**config.mk**
```make
export PLATFORM = sky130hd
export DESIGN_NAME = onehot_decoder_seq_flat
export DESIGN_NICKNAME = d
export VERILOG_FILES = /design/src/rtl/onehot_decoder_seq_pkg.sv /design/src/rtl/onehot_decoder_seq_if.sv /design/src/rtl/onehot_decoder_seq_enc_reg.sv /design/src/rtl/onehot_decoder_seq.sv /design/src/flat_wrapper.sv
export SDC_FILE = /design/constraint.sdc
export NUM_CORES = 1
export LEC_CHECK = 0
export CAP_MARGIN = 20
export CELL_PAD_IN_SITES_DETAIL_PLACEMENT = 0
export CELL_PAD_IN_SITES_GLOBAL_PLACEMENT = 2
export CORE_MARGIN = 2
export CORE_UTILIZATION = 25
export DETAILED_ROUTE_END_ITERATION = 10
export PLACE_DENSITY_LB_ADDON = 0.1
export SYNTH_ARGS = -nofsm -noshare
export SYNTH_HDL_FRONTEND = slang
export SYNTH_HIERARCHICAL = 1
export SYNTH_SLANG_ARGS = --single-unit
```
**constraint.sdc**
```tcl
create_clock -name clock -period 2.8 [get_ports clock]
set_clock_uncertainty 0.2 [all_clocks]
set_input_delay 0.7 -clock clock [delete_from_list [all_inputs] [get_ports clock]]
set_output_delay 0.7 -clock clock [all_outputs]
set_load 0.02 [all_outputs]
```
**src/rtl/onehot_decoder_seq_pkg.sv**
```systemverilog
// Shared types and helpers for the one-hot register-select decoder.
//   state_e : sequencer states (IDLE, SCAN)
//   onehot  : one-hot vector of idx within n outputs; zero when idx >= n
package ctrl_pkg;

   // Widest decoder the helper can serve; callers cast down to N_OUT.
   localparam int unsigned MAX_OUT = 1024;

   typedef enum logic {
      IDLE = 1'b0,
      SCAN = 1'b1
   } state_e;

   // Shift form keeps the index width free of any relation to MAX_OUT.
   function automatic logic [MAX_OUT-1:0] onehot(input int unsigned idx,
                                                 input int unsigned n);
      logic [MAX_OUT-1:0] v;
      v = '0;
      if (idx < n && idx < MAX_OUT) begin
         v = MAX_OUT'(1) << idx;
      end
      return v;
   endfunction

endpackage

```
**src/rtl/onehot_decoder_seq_if.sv**
```systemverilog
// Control-unit <-> decoder bus.
//   master : drives en/sel, scan_start/first/last, scan_abort; observes results
//   slave  : decoder side; drives dec_out, dec_idx, busy, done, err
interface onehot_decoder_seq_if #(
   parameter int unsigned SEL_W = 4,
   parameter int unsigned N_OUT = 16
);
   logic             en;
   logic [SEL_W-1:0] sel;
   logic             scan_start;
   logic [SEL_W-1:0] scan_first;
   logic [SEL_W-1:0] scan_last;
   logic             scan_abort;
   logic [N_OUT-1:0] dec_out;
   logic [SEL_W-1:0] dec_idx;
   logic             busy;
   logic             done;
   logic             err;

   modport master (
      output en, sel, scan_start, scan_first, scan_last, scan_abort,
      input  dec_out, dec_idx, busy, done, err
   );

   modport slave (
      input  en, sel, scan_start, scan_first, scan_last, scan_abort,
      output dec_out, dec_idx, busy, done, err
   );
endinterface

```
**src/rtl/onehot_decoder_seq_enc_reg.sv**
```systemverilog
// One-hot encoder with output register, shared by DIRECT and SCAN modes.
//   clock, clear_n : clock and synchronous active-low clear
//   load, idx      : when load is high, register onehot(idx); otherwise zero
//   dec_out        : registered one-hot (or all-zero) output
//   dec_idx        : registered index of the set bit; 0 when dec_out is zero
module onehot_enc_reg
   import ctrl_pkg::*;
#(
   parameter int unsigned SEL_W = 4,
   parameter int unsigned N_OUT = 16
) (
   input  logic             clock,
   input  logic             clear_n,
   input  logic             load,
   input  logic [SEL_W-1:0] idx,
   output logic [N_OUT-1:0] dec_out,
   output logic [SEL_W-1:0] dec_idx
);

   // Out-of-range indices register as all-zero so no X/garbage ever leaves.
   always_ff @(posedge clock) begin
      if (!clear_n) begin
         dec_out <= '0;
         dec_idx <= '0;
      end else if (load && (32'(idx) < N_OUT)) begin
         dec_out <= N_OUT'(onehot(32'(idx), N_OUT));
         dec_idx <= idx;
      end else begin
         dec_out <= '0;
         dec_idx <= '0;
      end
   end

endmodule

```
**src/rtl/onehot_decoder_seq.sv**
```systemverilog
// Registered one-hot register-select decoder with a SCAN sequencer.
//   clock, clear_n : clock and synchronous active-low reset
//   bus (slave)    : en/sel direct decode, scan_start/first/last/abort
//                    sequencing; dec_out/dec_idx/busy/done/err results
module onehot_decoder_seq
   import ctrl_pkg::*;
#(
   parameter int unsigned SEL_W = 4,
   parameter int unsigned N_OUT = 16,
   parameter int unsigned DWELL = 1
) (
   input  logic                  clock,
   input  logic                  clear_n,
   onehot_decoder_seq_if.slave   bus
);

   localparam int unsigned DW_W = $clog2(DWELL + 1);

   state_e           state_q, state_d;
   logic [SEL_W-1:0] idx_q, idx_d;
   logic [SEL_W-1:0] last_q, last_d;
   logic [DW_W-1:0]  dwell_q, dwell_d;
   logic             busy_q, busy_d;
   logic             done_q, done_d;
   logic             err_q, err_d;
   logic             load_c;
   logic [SEL_W-1:0] enc_idx_c;
   logic             range_ok_c;
   logic             sel_ok_c;

   assign range_ok_c = (bus.scan_first <= bus.scan_last) &&
                       (32'(bus.scan_last) < N_OUT);
   assign sel_ok_c   = (32'(bus.sel) < N_OUT);

   // Next-state, counters and encoder request; err/done default to no pulse.
   always_comb begin
      state_d   = state_q;
      idx_d     = idx_q;
      last_d    = last_q;
      dwell_d   = dwell_q;
      busy_d    = busy_q;
      done_d    = 1'b0;
      err_d     = 1'b0;
      load_c    = 1'b0;
      enc_idx_c = '0;

      case (state_q)
         IDLE: begin
            if (bus.scan_start) begin
               if (range_ok_c) begin
                  state_d   = SCAN;
                  idx_d     = bus.scan_first;
                  last_d    = bus.scan_last;
                  dwell_d   = DW_W'(1);
                  busy_d    = 1'b1;
                  load_c    = 1'b1;
                  enc_idx_c = bus.scan_first;
               end else begin
                  err_d = 1'b1;
               end
            end else if (bus.en) begin
               if (sel_ok_c) begin
                  load_c    = 1'b1;
                  enc_idx_c = bus.sel;
               end else begin
                  err_d = 1'b1;
               end
            end
         end

         SCAN: begin
            if (bus.scan_abort) begin
               state_d = IDLE;
               busy_d  = 1'b0;
            end else if (dwell_q == DW_W'(DWELL)) begin
               if (idx_q == last_q) begin
                  state_d = IDLE;
                  busy_d  = 1'b0;
                  done_d  = 1'b1;
               end else begin
                  idx_d     = idx_q + SEL_W'(1);
                  dwell_d   = DW_W'(1);
                  load_c    = 1'b1;
                  enc_idx_c = idx_q + SEL_W'(1);
               end
            end else begin
               dwell_d   = dwell_q + DW_W'(1);
               load_c    = 1'b1;
               enc_idx_c = idx_q;
            end
         end

         default: begin
            state_d = IDLE;
            busy_d  = 1'b0;
         end
      endcase
   end

   // Sequencer state and status registers.
   always_ff @(posedge clock) begin
      if (!clear_n) begin
         state_q <= IDLE;
         idx_q   <= '0;
         last_q  <= '0;
         dwell_q <= '0;
         busy_q  <= 1'b0;
         done_q  <= 1'b0;
         err_q   <= 1'b0;
      end else begin
         state_q <= state_d;
         idx_q   <= idx_d;
         last_q  <= last_d;
         dwell_q <= dwell_d;
         busy_q  <= busy_d;
         done_q  <= done_d;
         err_q   <= err_d;
      end
   end

   onehot_enc_reg #(
      .SEL_W (SEL_W),
      .N_OUT (N_OUT)
   ) u_enc (
      .clock   (clock),
      .clear_n (clear_n),
      .load    (load_c),
      .idx     (enc_idx_c),
      .dec_out (bus.dec_out),
      .dec_idx (bus.dec_idx)
   );

   assign bus.busy = busy_q;
   assign bus.done = done_q;
   assign bus.err  = err_q;

endmodule

```
**src/flat_wrapper.sv**
```systemverilog
// flat-port wrapper written by rule: the top's interface ports become plain ports
module onehot_decoder_seq_flat import ctrl_pkg::*;
#(
   parameter int unsigned SEL_W = 4,
   parameter int unsigned N_OUT = 16,
   parameter int unsigned DWELL = 1
)
  (clock, clear_n, bus_en, bus_sel, bus_scan_start, bus_scan_first, bus_scan_last, bus_scan_abort, bus_dec_out, bus_dec_idx, bus_busy, bus_done, bus_err);
  onehot_decoder_seq_if #(.SEL_W(SEL_W), .N_OUT(N_OUT)) bus_i ();
  input  logic clock;
  input  logic clear_n;
  input wire logic [$bits(bus_i.en)-1:0] bus_en;
  input wire logic [$bits(bus_i.sel)-1:0] bus_sel;
  input wire logic [$bits(bus_i.scan_start)-1:0] bus_scan_start;
  input wire logic [$bits(bus_i.scan_first)-1:0] bus_scan_first;
  input wire logic [$bits(bus_i.scan_last)-1:0] bus_scan_last;
  input wire logic [$bits(bus_i.scan_abort)-1:0] bus_scan_abort;
  output wire logic [$bits(bus_i.dec_out)-1:0] bus_dec_out;
  output wire logic [$bits(bus_i.dec_idx)-1:0] bus_dec_idx;
  output wire logic [$bits(bus_i.busy)-1:0] bus_busy;
  output wire logic [$bits(bus_i.done)-1:0] bus_done;
  output wire logic [$bits(bus_i.err)-1:0] bus_err;
  assign bus_i.en = bus_en;
  assign bus_i.sel = bus_sel;
  assign bus_i.scan_start = bus_scan_start;
  assign bus_i.scan_first = bus_scan_first;
  assign bus_i.scan_last = bus_scan_last;
  assign bus_i.scan_abort = bus_scan_abort;
  assign bus_dec_out = bus_i.dec_out;
  assign bus_dec_idx = bus_i.dec_idx;
  assign bus_busy = bus_i.busy;
  assign bus_done = bus_i.done;
  assign bus_err = bus_i.err;
  onehot_decoder_seq #(.SEL_W(SEL_W), .N_OUT(N_OUT), .DWELL(DWELL)) u_core (.clock(clock), .clear_n(clear_n), .bus(bus_i));
endmodule
```
==> run_results.csv <==
group,metric,value,unit
outcome,outcome,"complete, no violations",
critical_path,max_stage_delay,0.54,ns
yosys,ys_warn_count,6,
critical_path,crit_path_cell_trace,"clkdlybuf4s50_1 > ha_4 > and4_4 > and2_4 > a21o_4 > or3_4 > nand4b_1 > buf_4 > nor2_1",
critical_path,cp_max_fo,6,
min_path,min_delay_path_depth,2,
critical_path,end_kind,"flip-flop",
power,power.leakage,0.990,nW
yosys,synth_area_leaders,"dfxtp_1 46%, ha_1 4.4%, mux2i_1 4.2%, nor2b_1 3.9%, nor2_1 3.7%",
yosys,synthTopCellsByCount,"33 x dfxtp_1, 14 x nor2_1, 9 x nor2b_1, 7 x o21ai_0",
drt,vias,1315,
clock_network,cts_buffers,5,
clock_network,clkTransAtPathRegs,0.07,ns
clock_network,cts_tree,"built",
min_path,hold_class,"reg -> reg",
global_route,antenna_found_initial,0,
yosys,yosysMostFrequentCell,"dfxtp_1",
critical_path,start_kind,"input pin",
yosys,ys_seq_area_share,46.1,%
critical_path,worstPathArrival,2.72,ns
floorplan,core_area,5510,sq um
finish,regArea,661,sq um
floorplan,boundaryPins,40,
global_route,grt-ovfl-total,0,
drt,dr.pass1.iters,4,
critical_path,reg2reg_depth,8,
drt,drc,0,
yosys,syn_avg_cell_area,9.88,sq um
place,place_congestion,0.835,
floorplan,dieArea,6350,sq um
sta,setup_viol,0,
yosys,yosysTopAreaCell,"dfxtp_1",
sta,rsz0062_at_grt,"false",
floorplan,initial_core_util,26.0,%
finish,diodes,0,
power,powerDensity,517,nW/um^2
sta,final.setup.worst_slack,0.0442,ns
place,dp_slack,-0.546,ns
clock_network,htree_levels,2,
global_route,grt_pass1_wl,6240,um
clock_network,insertion_delay,0.28,ns
drt,wl,3830,um
place,hpwl,3120,um
drt,drtIter0Drc,31,
yosys,syn_area,1430,sq um
drt,vias_per_cell,4.55,
place,io_buffers,39,
yosys,ys_types,43,
critical_path,cp_data_required_time,2.77,ns
clock_network,cts.sinks,33,
global_route,grt_max_degree,14,
finish,finish.utilization,42.5,%
yosys,synth_edf_count,0,
place,place_inst,277,
finish,area_growth,63.2,%
finish,fillers,554,
clock_network,cts.path.max_buffers,2,
yosys,synth_cells,145,
floorplan,die_w,79.7,um
sta,hold_violations,0,
floorplan,die_h,79.7,um
clock_network,holdBufCountCts,0,
drt,wl_per_cell,13.3,um
yosys,async_reset_ff_share,0,%
run,maxCapViolCount,0,
drt,ant_nets,0,
critical_path,crit_slowest_cell,"clkdlybuf4s50_1",
sta,tightest_slew,0.529,ns
sta,fin_crit,2.76,ns
finish,drive_gt1_share,29.0,%
sta,timing.fmax,363,MHz
yosys,synth_top_area_share,46.1,%
sta,relSlewSlack,64.6,%
sta,finalMaxSlewViolations,0,
finish,nets,238,
critical_path,path_class,"in -> reg",
finish,multi_input_area,830,sq um
yosys,syn-num-nets,167,
floorplan,rows,27,
yosys,ys_ff_latch,33,
power,ir_drop,0.000183,V
clock_network,root_buffer,"clkbuf_8",
yosys,synth_top_flop_cell,"dfxtp_1",
global_route,grtUsageTotal,13.0,%
sta,finalCritPeriodShare,98.4,%
global_route,grt_pass1_vias,1308,
finish,fin_cells,289,
==> final timing paths <==
path                     start                      end  slack (ns)
min reg2reg   u_core/last_q[3]         u_core/last_q[3]        0.35
min           u_core/last_q[3]         u_core/last_q[3]        0.35
max reg2reg    u_core/idx_q[1]  u_core/u_enc/dec_out[7]        0.53
max          bus_scan_first[3]  u_core/u_enc/dec_out[7]        0.04
==> power by group <==
group,internal (mW),leakage (nW),switching [mW]
Sequential,0.495,0.268,0.0260
Combinational,0.167,0.668,0.137
Clock,0.222,0.0542,0.162
Total,0.884,0.990,0.325
==> flip-flops by register name (all words and copies together), names as in the netlist <==
name,cells
u_core/bus.done,1
u_core/state_q,1
u_core/bus.busy,1
u_core/dwell_q,1
u_core/bus.err,1
u_core/u_enc/dec_idx,4
u_core/idx_q,4
u_core/last_q,4
u_core/u_enc/dec_out,16
==> cells in the final DEF (no fill, tap or decap), types with 5 or more instances in the layout <==
cell type        synthesis  routed
nor2_1                  14      13
nor2b_1                  9       9
clkbuf_8                 0       7
dfxtp_1                 33      33
mux2i_1                  6       6
clkdlybuf4s50_1          0      32
and3_1                   5       5
dlymetal6s2s_1           0       5
buf_4                    0      29
xor2_1                   6       6
==> area by class of cell <==
class / count / share of cell area (%)
clock buffer: 7 / 4.12
clock inverter: 1 / 0.214
inverter: 5 / 0.803
multi-input combinational: 102 / 35.5
sequential: 33 / 28.3
tap: 72 / 3.85
timing repair buffer: 69 / 27.3
==> logic make-up after synthesis <==
kind of cell	after synthesis	synth area share [%]
adders and majority gates	5	4.37
and+or+nand+nor	55	21.7
xor gates and xnor gates	9	6.03
muxes	7	4.98
buffers and inverters	10	3.32
DFF	33	46.1
AOI/OAI and AO/OA	26	13.5
==> critical path, delay by kind of cell <==
family,cells,cell delay [ns]
compound gates,1,0.21
fa+ha+maj,1,0.23
buf+inv,2,0.70
simple gates,5,0.89
==> metal layers <==
metal  up-vias  routed length, um  global-route usage [%]
met5         -                  0                       0
met4         0                 51                    4.66
met3         6                187                    3.17
met2        38               2070                    24.3
met1       613               1520                    13.9
li1        658                  -                       -
==> through the flow <==
stage	hold slack (ns)	total power [mW]	cell area (sq um)	TNS, ns
after global placement	0.338	0.788	2080	-8.62
after floorplan	0.303	0.667	1430	0
after CTS	0.357	1.21	2260	0
after detailed placement	0.346	0.791	2080	-9.90
after global routing	0.390	1.28	2340	0
final	0.351	1.21	2340	0
==> repair_timing <==
item,CTS,global route
resized for setup,16,15
pin swaps,6,5
setup endpoints to repair,20,17
setup buffers,2,2
No activity file was read; power rests on OpenSTA's default activity.
